`config.mk`:
```
export PLATFORM = sky130hd
export DESIGN_NAME = eprisc_busarbiter
export DESIGN_NICKNAME = d
export VERILOG_FILES = /design/src/rtl/epRISC_busPkg.sv /design/src/rtl/epRISC_busWatchdog.sv /design/src/rtl/eprisc_busarbiter.sv
export SDC_FILE = /design/constraint.sdc
export NUM_CORES = 1
export LEC_CHECK = 0
export CORE_UTILIZATION = 37
export CTS_CLUSTER_DIAMETER = 120
export DETAILED_ROUTE_END_ITERATION = 16
export GPL_TIMING_DRIVEN = 0
export PLACE_DENSITY = 0.83
export SYNTH_ARGS = -nofsm -noshare
export SYNTH_HDL_FRONTEND = slang
export SYNTH_SLANG_ARGS = --single-unit
```
`constraint.sdc`:
```
create_clock -name iClock -period 1.78 [get_ports iClock]
set_input_delay 0.534 -clock iClock [delete_from_list [all_inputs] [get_ports iClock]]
set_output_delay 0.534 -clock iClock [all_outputs]
set_load 0.02 [all_outputs]
```
`src/rtl/epRISC_busPkg.sv`:
```
// Shared types and defaults for the front-side-bus arbiter.
// Holds the FSM states, requester IDs and default starvation/timeout limits.
package epRISC_busPkg;

    typedef enum logic [1:0] {
        ST_IDLE   = 2'd0,
        ST_ACCESS = 2'd1,
        ST_DONE   = 2'd2
    } bus_state_t;

    localparam logic REQ_CORE = 1'b0;
    localparam logic REQ_DMA  = 1'b1;

    localparam int DEF_STARVE_LIMIT = 4;
    localparam int DEF_TIMEOUT      = 255;

    // IDLE and DONE are the only states in which a new owner may be picked.
    function automatic logic is_arb_state(input bus_state_t s);
        return (s == ST_IDLE) || (s == ST_DONE);
    endfunction

endpackage

```
`src/rtl/epRISC_busWatchdog.sv`:
```
// Clearable 8-bit ready-timeout counter; oExpired is a pure decode of the count register,
// so it flags the cycle in which TIMEOUT enabled cycles have already elapsed since iClear.
module epRISC_busWatchdog
    import epRISC_busPkg::*;
#(
    parameter int TIMEOUT = DEF_TIMEOUT
) (
    input  logic iClock,
    input  logic iReset,
    input  logic iClear,
    input  logic iEnable,
    output logic oExpired
);

    localparam logic [7:0] LIMIT = 8'(TIMEOUT);

    logic [7:0] r_count;

    always_ff @(posedge iClock) begin
        if (iReset) begin
            r_count <= 8'd0;
        end else if (iClear) begin
            r_count <= 8'd0;
        end else if (iEnable && (r_count != 8'hFF)) begin
            r_count <= r_count + 8'd1;
        end
    end

    assign oExpired = (r_count == LIMIT);

endmodule

```
`src/rtl/eprisc_busarbiter.sv`:
```
// Two-master FSB arbiter: core has fixed priority, DMA wins after STARVE_LIMIT losses.
// One registered transfer at a time; completes on iBusReady or after TIMEOUT+1 ACCESS cycles.
module eprisc_busarbiter
    import epRISC_busPkg::*;
#(
    parameter int STARVE_LIMIT = DEF_STARVE_LIMIT,
    parameter int TIMEOUT      = DEF_TIMEOUT
) (
    input  logic        iClock,
    input  logic        iReset,
    input  logic        iReq0,
    input  logic        iReq1,
    input  logic [31:0] iAddr0,
    input  logic [31:0] iAddr1,
    input  logic        iWrite0,
    input  logic        iWrite1,
    input  logic [31:0] iWData0,
    input  logic [31:0] iWData1,
    output logic        oGrant0,
    output logic        oGrant1,
    output logic        oDone0,
    output logic        oDone1,
    output logic [31:0] oRData,
    output logic        oError,
    output logic [31:0] oBusAddress,
    output logic [31:0] oBusWData,
    output logic        oBusWrite,
    output logic        oBusAccess,
    input  logic        iBusReady,
    input  logic [31:0] iBusRData
);

    localparam int SW = (STARVE_LIMIT > 0) ? $clog2(STARVE_LIMIT + 1) : 1;

    bus_state_t     r_state;
    bus_state_t     w_next;
    logic           r_owner;
    logic [SW-1:0]  r_starve;
    logic [31:0]    r_busAddr;
    logic [31:0]    r_busWData;
    logic           r_busWrite;
    logic [31:0]    r_rdata;
    logic           r_error;

    logic w_arb;
    logic w_starved;
    logic w_win;
    logic w_win1;
    logic w_expired;
    logic w_inAccess;
    logic w_access;
    logic w_grant0;
    logic w_grant1;
    logic w_done0;
    logic w_done1;

    assign w_arb      = is_arb_state(r_state);
    assign w_inAccess = (r_state == ST_ACCESS);
    assign w_starved  = (r_starve >= SW'(STARVE_LIMIT));
    assign w_win1     = iReq1 & (w_starved | ~iReq0);
    assign w_win      = w_arb & (iReq0 | iReq1);

    epRISC_busWatchdog #(
        .TIMEOUT (TIMEOUT)
    ) u_watchdog (
        .iClock   (iClock),
        .iReset   (iReset),
        .iClear   (w_win),
        .iEnable  (w_inAccess),
        .oExpired (w_expired)
    );

    always_ff @(posedge iClock) begin
        if (iReset) begin
            r_state <= ST_IDLE;
        end else begin
            r_state <= w_next;
        end
    end

    always_comb begin
        w_next = r_state;
        case (r_state)
            ST_IDLE:   if (iReq0 || iReq1) w_next = ST_ACCESS;
            ST_ACCESS: if (iBusReady || w_expired) w_next = ST_DONE;
            ST_DONE:   w_next = (iReq0 || iReq1) ? ST_ACCESS : ST_IDLE;
            default:   w_next = ST_IDLE;
        endcase
    end

    always_comb begin
        w_access = 1'b0;
        w_grant0 = 1'b0;
        w_grant1 = 1'b0;
        w_done0  = 1'b0;
        w_done1  = 1'b0;
        case (r_state)
            ST_ACCESS: begin
                w_access = 1'b1;
                w_grant0 = (r_owner == REQ_CORE);
                w_grant1 = (r_owner == REQ_DMA);
            end
            ST_DONE: begin
                w_done0 = (r_owner == REQ_CORE);
                w_done1 = (r_owner == REQ_DMA);
            end
            default: ;
        endcase
    end

    always_ff @(posedge iClock) begin
        if (iReset) begin
            r_owner    <= REQ_CORE;
            r_starve   <= '0;
            r_busAddr  <= 32'd0;
            r_busWData <= 32'd0;
            r_busWrite <= 1'b0;
            r_rdata    <= 32'd0;
            r_error    <= 1'b0;
        end else begin
            // A DMA loss only happens below the limit, so the increment cannot overflow.
            if (w_arb) begin
                if (!iReq1 || w_win1) begin
                    r_starve <= '0;
                end else begin
                    r_starve <= r_starve + SW'(1);
                end
            end
            if (w_win) begin
                r_owner    <= w_win1 ? REQ_DMA : REQ_CORE;
                r_busAddr  <= w_win1 ? iAddr1  : iAddr0;
                r_busWData <= w_win1 ? iWData1 : iWData0;
                r_busWrite <= w_win1 ? iWrite1 : iWrite0;
            end
            // Ready is checked first so a coincident expiry still completes cleanly.
            if (w_inAccess) begin
                if (iBusReady) begin
                    r_rdata <= r_busWrite ? 32'd0 : iBusRData;
                    r_error <= 1'b0;
                end else if (w_expired) begin
                    r_rdata <= 32'd0;
                    r_error <= 1'b1;
                end
            end
        end
    end

    assign oGrant0     = w_grant0;
    assign oGrant1     = w_grant1;
    assign oDone0      = w_done0;
    assign oDone1      = w_done1;
    assign oBusAccess  = w_access;
    assign oBusWrite   = r_busWrite & w_access;
    assign oBusAddress = r_busAddr;
    assign oBusWData   = r_busWData;
    assign oRData      = r_rdata;
    assign oError      = r_error;

endmodule

```
# Word level (Yosys, flattened, before mapping)
# Index checks and enable logic that the tools add are counted.
word_totals:
  register_bits: 112
  inputBits: 167
  out_inout_bits: 103
  word_cells: 55
op_classes:
  add_sub_neg: 2
  magnitude_cmp: 1
  eq_ne: 6
  n_mux: 19
  n_bitwise: 7
  reduce_logical: 11
ops:
  columns: ["op", "count"]
  rows:
  - ["$mux W32", 5]
  - ["$mux W1", 10]
  - ["$add A8 B1 Y8 const B", 1]
  - ["$eq A8 B8 Y1 const B", 1]
  - ["$ne A8 B8 Y1 const B", 1]
  - ["$pmux W2 S3", 1]
  - ["$logic_or A1 B1 Y1", 4]
  - ["$mux W2", 2]
  - ["$reduce_and A2 Y1", 2]
  - ["$add A3 B1 Y3 const B", 1]
  - ["$and A1 B1 Y1", 3]
  - ["$ge A3 B3 Y1 const B", 1]
  - ["$mux W3", 1]
  - ["$eq A2 B1 Y1 const B", 1]
  - ["$eq A2 B2 Y1 const B", 1]
  - ["$logic_not A2 Y1", 1]
  - ["$ne A2 B1 Y1 const B", 1]
  - ["$ne A2 B2 Y1 const B", 1]
  - ["$not A1 Y1", 2]
  - ["$or A1 B1 Y1", 2]
  - ["$reduce_bool A2 Y1", 1]
  - ["$reduce_or A2 Y1", 1]
  - ["$logic_and A1 B1 Y1", 1]
  - ["$logic_not A1 Y1", 1]

# Depth between registers and ports, before layout
# Gate-level depths: netlist of run 1.
depth:
  depth_word: 5
  depth_mapped: 7
  mapped_depth_nobuf: 5

# Modules after synthesis
# Synthesis of run 1 repeated with hierarchy kept, for this count alone.
hier_totals:
  hier_cells: 534
  area_unflattened_um2: 4918.5
modules_own_cells:
  columns: ["module", "n_inst", "cells_per_inst", "area_each_um2", "seq_area_each_um2"]
  rows:
  - ["eprisc_busarbiter", 1, 489, 4493.1, 2082.0]
  - ["epRISC_busWatchdog", 1, 45, 425.4, 160.2]

# Worst setup path before layout of run 1
# No wires, ideal clock.
synth_timing:
  kind: "input to register"
  start: "input port iReq0"
  end: "register r_busAddr[0], in the netlist oBusAddress[0]"
  setup_time_ns: 0.127
  arrival_ns: 1.433
  required_ns: 1.653
  setup_slack_ns: 0.220
  cell_stages: 6
  path_buffers: 2
  path_cell_list: "inv_1 > o21ai_1 > buf_4 > buf_2 > mux2i_1 > o2bb2ai_1"
synth_between:
  elab_chain_cells: 4
  word_cells_on_any_way: 6
  classes_between: "mux (1); bitwise (5)"
synth_lines:
  columns: ["element", "line_no", "rtl"]
  rows:
  - ["from (decl)", "eprisc_busarbiter.sv:11", "input logic iReq0,"]
  - ["$not A1 Y1", "eprisc_busarbiter.sv:60", "assign w_win1 = iReq1 & (w_starved | ~iReq0);"]
  - ["$or A1 B1 Y1", "eprisc_busarbiter.sv:60", null]
  - ["$and A1 B1 Y1", "eprisc_busarbiter.sv:60", null]
  - ["$mux W32", "eprisc_busarbiter.sv:131", "r_busAddr <= w_win1 ? iAddr1 : iAddr0;"]
  - ["to (signal assigned)", "eprisc_busarbiter.sv:131", null]
  - ["to (decl)", "eprisc_busarbiter.sv:39", "logic [31:0] r_busAddr;"]
# Several ways; a longest one is shown, not always the timed one.
# A chain may end at the register's enable or synchronous reset.

# Worst setup path in the final report of run 1
layout_timing:
  start: "register r_state[1]"
  end: "output port oGrant1"
layout_between:
  elab_chain_cells: 2
layout_lines:
  columns: ["element", "line_no", "rtl"]
  rows:
  - ["from (decl)", "eprisc_busarbiter.sv:35", "bus_state_t r_state;"]
  - ["from (signal assigned)", "eprisc_busarbiter.sv:77", "r_state <= w_next;"]
  - ["$eq A2 B1 Y1", "eprisc_busarbiter.sv:97", "case (r_state)"]
  - ["$mux W1", "eprisc_busarbiter.sv:97", null]
  - ["to (decl)", "eprisc_busarbiter.sv:20", "output logic oGrant1,"]
# No other way between the ends.

==> results of run 1 <==
## state kept, by name (all words and copies together) (netlist names)
register,flops
oError,1
r_starve,3
u_watchdog.r_count,8
oBusWData,32
r_owner,1
r_busWrite,1
oBusAddress,32
oRData,32
r_state,2
## power groups by stage
stage                     combinational [mW]  clock [mW]  sequential (mW)
after CTS                               1.41        1.94             2.79
after floorplan                        0.425           0             3.06
final                                   1.40        1.89             2.80
after global routing                    1.48        2.06             2.82
after detailed placement                1.49           0             2.85
after global placement                  1.46           0             2.85
## metrics by stage
step / TNS, ns / utilization [%] / area [sq um] / power [mW]
3_5_place_dp: -51.27 / 63.2 / 7250 / 4.34
3_3_place_gp: -49.68 / 63.2 / 7250 / 4.31
2_1_floorplan: 0 / - / 4380 / 3.48
4_1_cts: -0.0468 / 65.1 / 7470 / 6.14
5_1_grt: -0.0172 / 65.4 / 7500 / 6.36
6_report: 0 / 65.4 / 7500 / 6.09
## how the worst min path moves through the flow
| stage | from | to | slack (ns) | cells after the start |
|---|---|---|---|---|
| 6_report | oBusWData[5]$_SDFFE_PP0P_ | oBusWData[5]$_SDFFE_PP0P_ | 0.46 | 1 |
| 5_1_grt | oBusWData[8]$_SDFFE_PP0P_ | oBusWData[8]$_SDFFE_PP0P_ | 0.48 | 1 |
| 2_1_floorplan | u_watchdog.r_count[7]$_SDFFE_PP0P_ | u_watchdog.r_count[7]$_SDFFE_PP0P_ | 0.46 | 2 |
| 3_5_place_dp | oBusWData[26]$_SDFFE_PP0P_ | oBusWData[26]$_SDFFE_PP0P_ | 0.45 | 1 |
| 3_3_place_gp | oBusWData[1]$_SDFFE_PP0P_ | oBusWData[1]$_SDFFE_PP0P_ | 0.44 | 1 |
| 4_1_cts | oBusWData[26]$_SDFFE_PP0P_ | oBusWData[26]$_SDFFE_PP0P_ | 0.46 | 1 |
## worst register-to-register path, stage by stage, from the launching register on
cell	delay, ns
dfxtp_2	0.38
ha_1	0.19
nand4_2	0.22
o21bai_4	0.24
a21oi_2	0.12
buf_2	0.21
a22o_1	0.20
## kinds of logic (layout without fill, tap and decap cells)
group / count (synthesis) / in the layout / share of synthesized area (%)
simple gates: 38 / 38 / 5.40
fa+ha+maj: 2 / 2 / 0.572
flops: 112 / 112 / 51.2
buf+inv: 34 / 323 / 4.15
compound gates: 115 / 115 / 22.5
xor+xnor: 4 / 4 / 0.801
mux: 67 / 67 / 15.3
## synth_stat cells, drive strengths merged
cell type / number / area share, %
a2111oi: 1 / 0.34
a211oi: 1 / 0.17
a21oi: 6 / 0.69
a22o: 32 / 6.4
a22oi: 1 / 0.17
a2bb2oi: 1 / 0.20
and2: 2 / 0.29
and3: 2 / 0.29
and3b: 1 / 0.20
buf: 24 / 3.0
clkbuf: 7 / 0.60
clkinv: 1 / 0.37
dfxtp: 112 / 51
ha: 2 / 0.57
inv: 2 / 0.17
mux2i: 67 / 15
nand2: 3 / 0.26
nand2b: 2 / 0.46
nand3: 2 / 0.23
nand4: 2 / 0.43
nor2: 13 / 1.1
nor3: 1 / 0.11
nor3b: 3 / 0.51
nor4b: 2 / 0.74
o211ai: 1 / 0.17
o21ai: 3 / 0.60
o21bai: 1 / 0.26
o2bb2ai: 65 / 13
o31ai: 3 / 0.51
or2: 1 / 0.14
or3: 2 / 0.29
or4: 2 / 0.34
xnor2: 2 / 0.40
xor2: 2 / 0.40
## cell type report
class	instances	area (sq um)	area share (%)
inverter	3	23.8	0.317
clock buffer	9	225	3.00
tap	143	179	2.38
timing repair buffer	275	2610	34.7
sequential	112	2250	30.0
clock inverter	7	48.8	0.650
multi-input combinational	226	1990	26.5
buffer	29	188	2.50
## layer usage
layer / vias to the layer above / share of wire (%)
li1: 1978 / -
met1: 1930 / 39
met2: 155 / 52
met3: 28 / 7.0
met4: 0 / 2.6
met5: - / 0
## what timing repair did
action / CTS / global route
hold buffers: 0 / 0
endpoints found under the setup margin: 193 / 94
gates resized for setup: 152 / 13
hold endpoints to repair: 0 / 0
setup buffers: 4 / 2
==> metrics.yaml, run 1 <==
power:
  vdd_ir_drop_max_uv: 760
  power.switching_mw: 1.71
  swShare_pct: 28.0
  power.density_mw_per_mm2: 811
  p_int_mw: 4.38
  p_leak_nw: 3.52
  p_comb_share_pct: 23.0
  clkPwrFrac_pct: 31.1
  p_seq_share_pct: 45.9
sta:
  worst_slew_pin_slew_ns: 0.460
  setup_viol: 0
  finalCritPeriodShare_pct: 97.5
  slew_headroom_pct: 69.3
  hold_ws_ns: 0.461
  final_max_slew_viol_count: 0
  clock_skew_ns: 0.00897
  hold_viol_final: 0
  setup_ws_ns: 0.0452
  timing.final.crit_period_ns: 1.73
  fmax_mhz: 576
grt:
  track_usage_pct: 21.9
  grt_use_met2_pct: 39.4
  gr-usage-met3_pct: 7.05
  overflow: 0
  top_usage_layer: "met2"
  grt_pass1_wl_um: 21600
  grt_pass1_vias: 4264
  grt_antenna_before_repair: 0
  grt_max_degree: 19
  met1_usage_pct: 23.8
cts:
  clk_latency_ns: 0.35
  cts_tree: "built"
  cts_root_buffer: "clkbuf_16"
  cts-buffers-inserted: 9
  htree_levels: 3
  clkTransAtPathRegs_ns: 0.07
  clock-sinks: 112
  cts_max_path_buffers: 2
routing:
  drc_errors: 0
  drtAntennaViolNets: 0
  via_count: 4091
  vias_per_cell: 5.09
  avgRoutedWirePerCell_um: 16.9
  dr.pass1.iters: 4
  drtIter0Drc: 108
  wirelength_um: 13600
critical_path:
  critical_path.endpoint_type: "output port"
  start_kind: "flip-flop"
  path_cells: "nand2b_4, clkinv_8, and2_1, buf_6"
  worst_path_dominant_cell_family: "flip-flops"
  critPathKind: "reg -> out"
  cp_max_fo: 4
  arrival_ns: 1.20
  reg2reg_from: "u_watchdog.r_count[0]$_SDFFE_PP0P_"
  critPathBufInv: 2
  timing.rr.end: "oRData[19]$_SDFFE_PP0P_"
  crit_cells: 4
  reg2reg_depth: 6
  critPathSlowestCell: "dfxtp_2"
  crit_end: "oGrant1"
  startpoint: "r_state[1]$_SDFFE_PP0P_"
  critPathRequiredTime_ns: 1.25
  reg2reg_slack_ns: 0.11
  max_stage_delay_ns: 0.34
floorplanning:
  die_w_um: 111
  dieArea_sq_mm: 0.0123
  pin_count: 270
  die_h_um: 111
  start_util_pct: 38.2
  core_area_sq_mm: 0.0115
  row_count: 39
status:
  status: "finished, final reports clean"
place:
  dp_cells: 784
  port_buffers: 269
  dpl_worst_slack_ns: -0.686
  hpwl_um: 10500
  place.gp.congestion: 0.820
cells_and_area:
  fillers: 905
  drive_above_1_share_pct: 10.7
  layoutNonFillerInstCount: 804
  diodes: 0
  layout.nets: 825
  syn_to_final_growth_pct: 71.5
  final_cell_mix: "clkdlybuf4s50_1 (163), dfxtp_1 (108), dlygate4sd2_1 (99), mux2i_1 (67), o2bb2ai_1 (65)"
  final_common_cell: "clkdlybuf4s50_1"
synthesis:
  synth_seq_cells: 112
  syn-num-nets: 541
  ys_warn_count: 0
  ys_seq_area_share_pct: 51.2
  avgSynthCellArea_sq_um: 11.8
  synthCells: 372
  yosysUniqueCellTypes: 42
  syn_area_sq_mm: 0.00438
job:
  drv_cap: 0
hold_path:
  hold_path_class: "reg -> reg"
Power figures use the tool's default switching activity.
==> run 2: changes to the inputs <==
--- a/config.mk
+++ b/config.mk
@@ -5,11 +5,13 @@
 export SDC_FILE = /design/constraint.sdc
 export NUM_CORES = 1
 export LEC_CHECK = 0
+export CORE_MARGIN = 2
 export CORE_UTILIZATION = 37
 export CTS_CLUSTER_DIAMETER = 120
 export DETAILED_ROUTE_END_ITERATION = 16
 export GPL_TIMING_DRIVEN = 0
 export PLACE_DENSITY = 0.83
+export SLEW_MARGIN = 25
 export SYNTH_ARGS = -nofsm -noshare
 export SYNTH_HDL_FRONTEND = slang
 export SYNTH_SLANG_ARGS = --single-unit
==> run 2 against run 1 <==
Against the previous run: sequential power about the same; critical path type unchanged; non-clock buffer count decreased by 1; maximum frequency increased by 1.3%; wire length increased by 1.4%; largest cell class unchanged; die area increased by 3.6%; total power increased by 4.9%.
==> metrics.yaml, run 2 (synthesis results as in run 1) <==
critical_path:
  critPathKind: "reg -> out"  # unchanged
  critical_path.endpoint_type: "output port"  # unchanged
  start_kind: "flip-flop"  # unchanged
  critPathSlowestCell: "dfxtp_2"  # unchanged
  reg2reg_depth: 6  # unchanged
  cp_max_fo: 5  # was 4
  critPathBufInv: 2  # unchanged
  worst_path_dominant_cell_family: "flip-flops"  # unchanged
  max_stage_delay_ns: 0.32  # was 0.34 ns
  crit_cells: 4  # unchanged
  arrival_ns: 1.18  # was 1.20 ns
  path_cells: "nand2b_4, clkinv_8, and2_1, buf_4"  # was nand2b_4, clkinv_8, and2_1, buf_6
  critPathRequiredTime_ns: 1.25  # about the same
cts:
  clkTransAtPathRegs_ns: 0.06  # was 0.07 ns
  clk_latency_ns: 0.35  # about the same
  htree_levels: 3  # unchanged
  cts_tree: "built"  # unchanged
  ctsHoldBuffers: 0  # unchanged
  cts_max_path_buffers: 2  # unchanged
  cts-buffers-inserted: 9  # unchanged
  cts_root_buffer: "clkbuf_16"  # unchanged
  clock-sinks: 112  # unchanged
sta:
  slew_headroom_pct: 71.6  # was 69.3%
  fmax_mhz: 584  # was 576 MHz
  final_max_slew_viol_count: 0  # unchanged
  rsz0062_at_grt: "no"
  hold_viol_final: 0  # unchanged
  finalSetupTns_ns: 0  # unchanged
  setup_viol: 0  # unchanged
  hold_ws_ns: 0.458  # was 0.461 ns
  worst_slew_pin_slew_ns: 0.425  # was 0.460 ns
  finalCritPeriodShare_pct: 96.2  # was 97.5%
  timing.final.crit_period_ns: 1.71  # was 1.73 ns
  clock_skew_ns: 0.00766  # was 0.00897 ns
floorplanning:
  core_area_sq_mm: 0.0115  # unchanged
  pin_count: 270  # unchanged
  start_util_pct: 38.2  # unchanged
  die_w_um: 113  # was 111 um
  dieArea_sq_mm: 0.0127  # was 0.0123 sq mm
  die_h_um: 113  # was 111 um
  row_count: 39  # unchanged
grt:
  grt_pass1_vias: 4365  # was 4264
  top_usage_layer: "met2"  # unchanged
  track_usage_pct: 21.4  # was 21.9%
  grt_antenna_before_repair: 0  # unchanged
  grt_max_degree: 17  # was 19
  gr-usage-met3_pct: 8.89  # was 7.05%
  grt_pass1_wl_um: 21900  # was 21600 um
  overflow: 0  # unchanged
  met1_usage_pct: 22.7  # was 23.8%
  grt_use_met2_pct: 38.6  # was 39.4%
routing:
  drc_errors: 0  # unchanged
  vias_per_cell: 5.11  # was 5.09
  drtIter0Drc: 102  # was 108
  wirelength_um: 13800  # was 13600 um
  avgRoutedWirePerCell_um: 17.2  # was 16.9 um
  dr.pass1.iters: 4  # unchanged
  drtAntennaViolNets: 0  # unchanged
  via_count: 4095  # was 4091
status:
  status: "finished, final reports clean"  # unchanged
place:
  place.gp.congestion: 0.787  # was 0.820
  hpwl_um: 10600  # was 10500 um
  port_buffers: 269  # unchanged
  dp_cells: 784  # unchanged
cells_and_area:
  final_cell_mix: "clkdlybuf4s50_1 (163), dfxtp_1 (108), dlygate4sd2_1 (98), o2bb2ai_1 (65), mux2i_1 (62)"  # was clkdlybuf4s50_1 (163), dfxtp_1 (108), dlygate4sd2_1 (99), mux2i_1 (67), o2bb2ai_1 (65)
  drive_above_1_share_pct: 10.9  # was 10.7%
  syn_to_final_growth_pct: 74.4  # was 71.5%
  layout.nets: 824  # was 825
  fin_util_pct: 66.6  # was 65.4%
  diodes: 0  # unchanged
  layoutNonFillerInstCount: 802  # was 804
  final_common_cell: "clkdlybuf4s50_1"  # unchanged
power:
  power.density_mw_per_mm2: 837  # was 811 mW/mm^2
  vdd_ir_drop_max_uv: 793  # was 760 uV
  p_leak_nw: 3.55  # was 3.52 nW
hold_path:
  hold_path_depth: 1  # unchanged
  hold_path_class: "reg -> reg"  # unchanged
job:
  drv_cap: 0  # unchanged
run 2: changes by cell type in the layout (fill, tap and decap cells not counted), moves of 3 or more:
| cell | change |
|---|---|
| mux2i_1 | -5 |
| buf_2 | -4 |
| buf_4 | -4 |
| clkbuf_4 | +4 |
| mux2i_2 | +4 |
| buf_12 | +3 |
| clkinv_4 | -3 |
run 2: area by class of cell:
| type | instances | area (sq um) |
|---|---|---|
| plain buffers | 29 | 243 |
| multi-input cells | 226 | 2010 |
| inverters | 3 | 23.8 |
| well taps | 143 | 179 |
| clock buffers | 12 | 256 |
| fillers | 903 | 3830 |
| clock inverters | 3 | 65.1 |
| flip-flops and latches | 112 | 2250 |
| repair buffers | 274 | 2610 |
run 2: what timing repair did:
action	CTS	global route
resized for setup	146	38
setup buffers	4	1
endpoints found under the hold margin	0	0
pin swaps	1	1
setup endpoints to repair	193	98
run 2: per-stage QoR:
step,setup slack (ns),area (sq um),power [mW]
3_3_place_gp,-0.735,7250,4.32
6_report,0.0683,7630,6.39
3_5_place_dp,-0.738,7250,4.35
2_1_floorplan,0.220,4380,3.48
5_1_grt,0.00636,7630,6.66
4_1_cts,0.00238,7530,6.42
run 2: layer usage:
metal  wire (um)  up-vias
li1            -     1980
met1        5320     1927
met2        7060      166
met3        1120       22
met4         282        0
met5           0        -
run 2: worst paths after layout:
check	startpoint	end	slack (ns)
setup / recovery	r_state[1]$_SDFFE_PP0P_	oGrant1	0.07
hold / removal	oBusWData[9]$_SDFFE_PP0P_	oBusWData[9]$_SDFFE_PP0P_	0.46
setup reg to reg	u_watchdog.r_count[0]$_SDFFE_PP0P_	oRData[5]$_SDFFE_PP0P_	0.15
hold reg to reg	oBusWData[9]$_SDFFE_PP0P_	oBusWData[9]$_SDFFE_PP0P_	0.46
run 2: worst reg2reg max path, stage by stage (launching register included):
cell      delay (ns)
dfxtp_2         0.37
ha_1            0.19
nand4_2         0.22
o21bai_4        0.22
a21oi_2         0.12
buf_2           0.20
a22o_1          0.20
run 2: report_power, final:
group	total, mW	internal (mW)	switching, mW	leakage, nW
Combinational	1.42	0.751	0.671	2.47
Clock	2.16	1.30	0.862	0.159
Sequential	2.80	2.70	0.107	0.920
Total	6.39	4.75	1.64	3.55
==> edit, RTL diff (flow settings as in run 1) <==
Set the package constant `DEF_STARVE_LIMIT` to 8 (it was 4).
--- a/src/rtl/epRISC_busPkg.sv
+++ b/src/rtl/epRISC_busPkg.sv
@@ -13,3 +13,3 @@
 
-    localparam int DEF_STARVE_LIMIT = 4;
+    localparam int DEF_STARVE_LIMIT = 8;
     localparam int DEF_TIMEOUT      = 255;
Check against the original RTL: same outputs for any inputs over 4 cycles, from zero or initial values and one cycle with iReset high; that may be too few to reach the edited logic, so the function may still have changed.
==> edit against run 1 <==
The flow now finishes with violations (setup timing); design area rose by 8.4%; maximum frequency shrank 3.3%; global-route usage grew 2.1 points; setup slack got worse by 0.059 ns; total power rose by 28%; cell count increased by 21%; sequential cell count is 1 higher; wire length grew 13%; synthesized area is 3.7% higher.
==> edit: results (changes against run 1) <==
# fillers=971 (+7.3%); min setup slack post-route=-0.0135 ns (-0.0587 ns); Sequential cell area=2270 µm² (+0.83%); Setup violations, final=2 (+2); number of antenna cells inserted=1 (+1); count of distinct cell types in the synthesized netlist=36 (-14%); Synth top cells by count=dfxtp_1 (113), nand2_1 (101), o21ai_1 (81); die width=113 µm (+1.8%); TritonCTS buffer count=17 (+8); area taken by multi-input logic gates=2150 µm² (+8.3%); total of plain and repair buffers excluding clock buffers=318 (+4.6%); Final nets=985 (+19%); adder and majority cell fraction of the synthesized area=0.00827 (+0.00256); maximum fanout encountered on the critical timing path=3 (-1); GRT met3 Usage=0.0734 (+0.00285); number of buffer cells added on primary ports=268 (-0.37%); clock-pin slew on the worst setup and hold paths=0.05 ns (-0.02 ns); xor/xnor cell area share of the yosys netlist=0.00965 (+0.00165); net count after synthesis=686 (+27%); met2 GRT Util=0.446 (+0.0515); Clock buf/inv share=0.0766 (+0.0401); violated checks=setup timing; WL met1=5820 µm (+11%); detailed placement HPWL=11,800 µm (+12%); CTS H-Tree Depth=4 (+1); status=complete, but fails checks; vias in the first global route=4,834 (+13%); Clock buffer cells=22 (+13); sum of met2 wire segment lengths after detailed routing=7990 µm (+14%); worst skew pair latency=0.41 ns (+0.06 ns); mux cell area share after synthesis=0.146 (-0.00762); DR WL met3=1120 µm (+18%); worst vdd ir=0.486 mV (-36%)
## edit: changes by cell type after synthesis, moves of 2 or more
cell       delta
nor3_1        +3
o21ai_0      +20
buf_4         -2
buf_1         -3
o21ai_1      +80
clkbuf_1     +15
o2bb2ai_1    -65
a21oi_1      +33
buf_6         -2
a22o_1       -32
nand2_1      +98
## edit: worst paths after layout
path | start | end | slack, ns | cells after the start
min reg2reg | oBusWData[7]$_SDFFE_PP0P_ | oBusWData[7]$_SDFFE_PP0P_ | 0.44 | 2
min | oBusWData[7]$_SDFFE_PP0P_ | oBusWData[7]$_SDFFE_PP0P_ | 0.44 | 2
max | r_state[0]$_SDFFE_PP0P_ | oDone0 | -0.01 | 3
max reg2reg | u_watchdog.r_count[0]$_SDFFE_PP0P_ | u_watchdog.r_count[7]$_SDFFE_PP0P_ | 0.04 | 5
## edit: report_power, final
group	leakage (nW)	switching [W]	internal, W
clock	0.304	0.00113	0.00237
combinational	2.53	0.000746	0.000743
sequential	0.928	0.000100	0.00272
total	3.76	0.00198	0.00584
## edit: per-stage QoR
stage / util / power, W / setup TNS, ns / setup slack, ns
finish: 0.680 / 0.00781 / -0.0160 / -0.0135
CTS: 0.676 / 0.00785 / -0.273 / -0.122
global route: 0.680 / 0.00812 / -0.180 / -0.0492
floorplan: - / 0.00350 / 0 / 0.112
detailed placement: 0.619 / 0.00440 / -51.81 / -0.787
global placement: 0.619 / 0.00436 / -52.00 / -0.834
## edit: timing repair
item                                    CTS  global route
endpoints found under the setup margin  180            24
buffers inserted                          9             4
hold buffers                              0             0
hold endpoints to repair                  0             0
gates resized for setup                 173            11
pin swaps                                 1             2
cloned                                    0             0
## edit: worst max-delay path, cell delays in order (launching register included)
cell and delay (ns):
dfxtp_4 0.36, buf_8 0.13, nor3b_4 0.21, buf_6 0.15
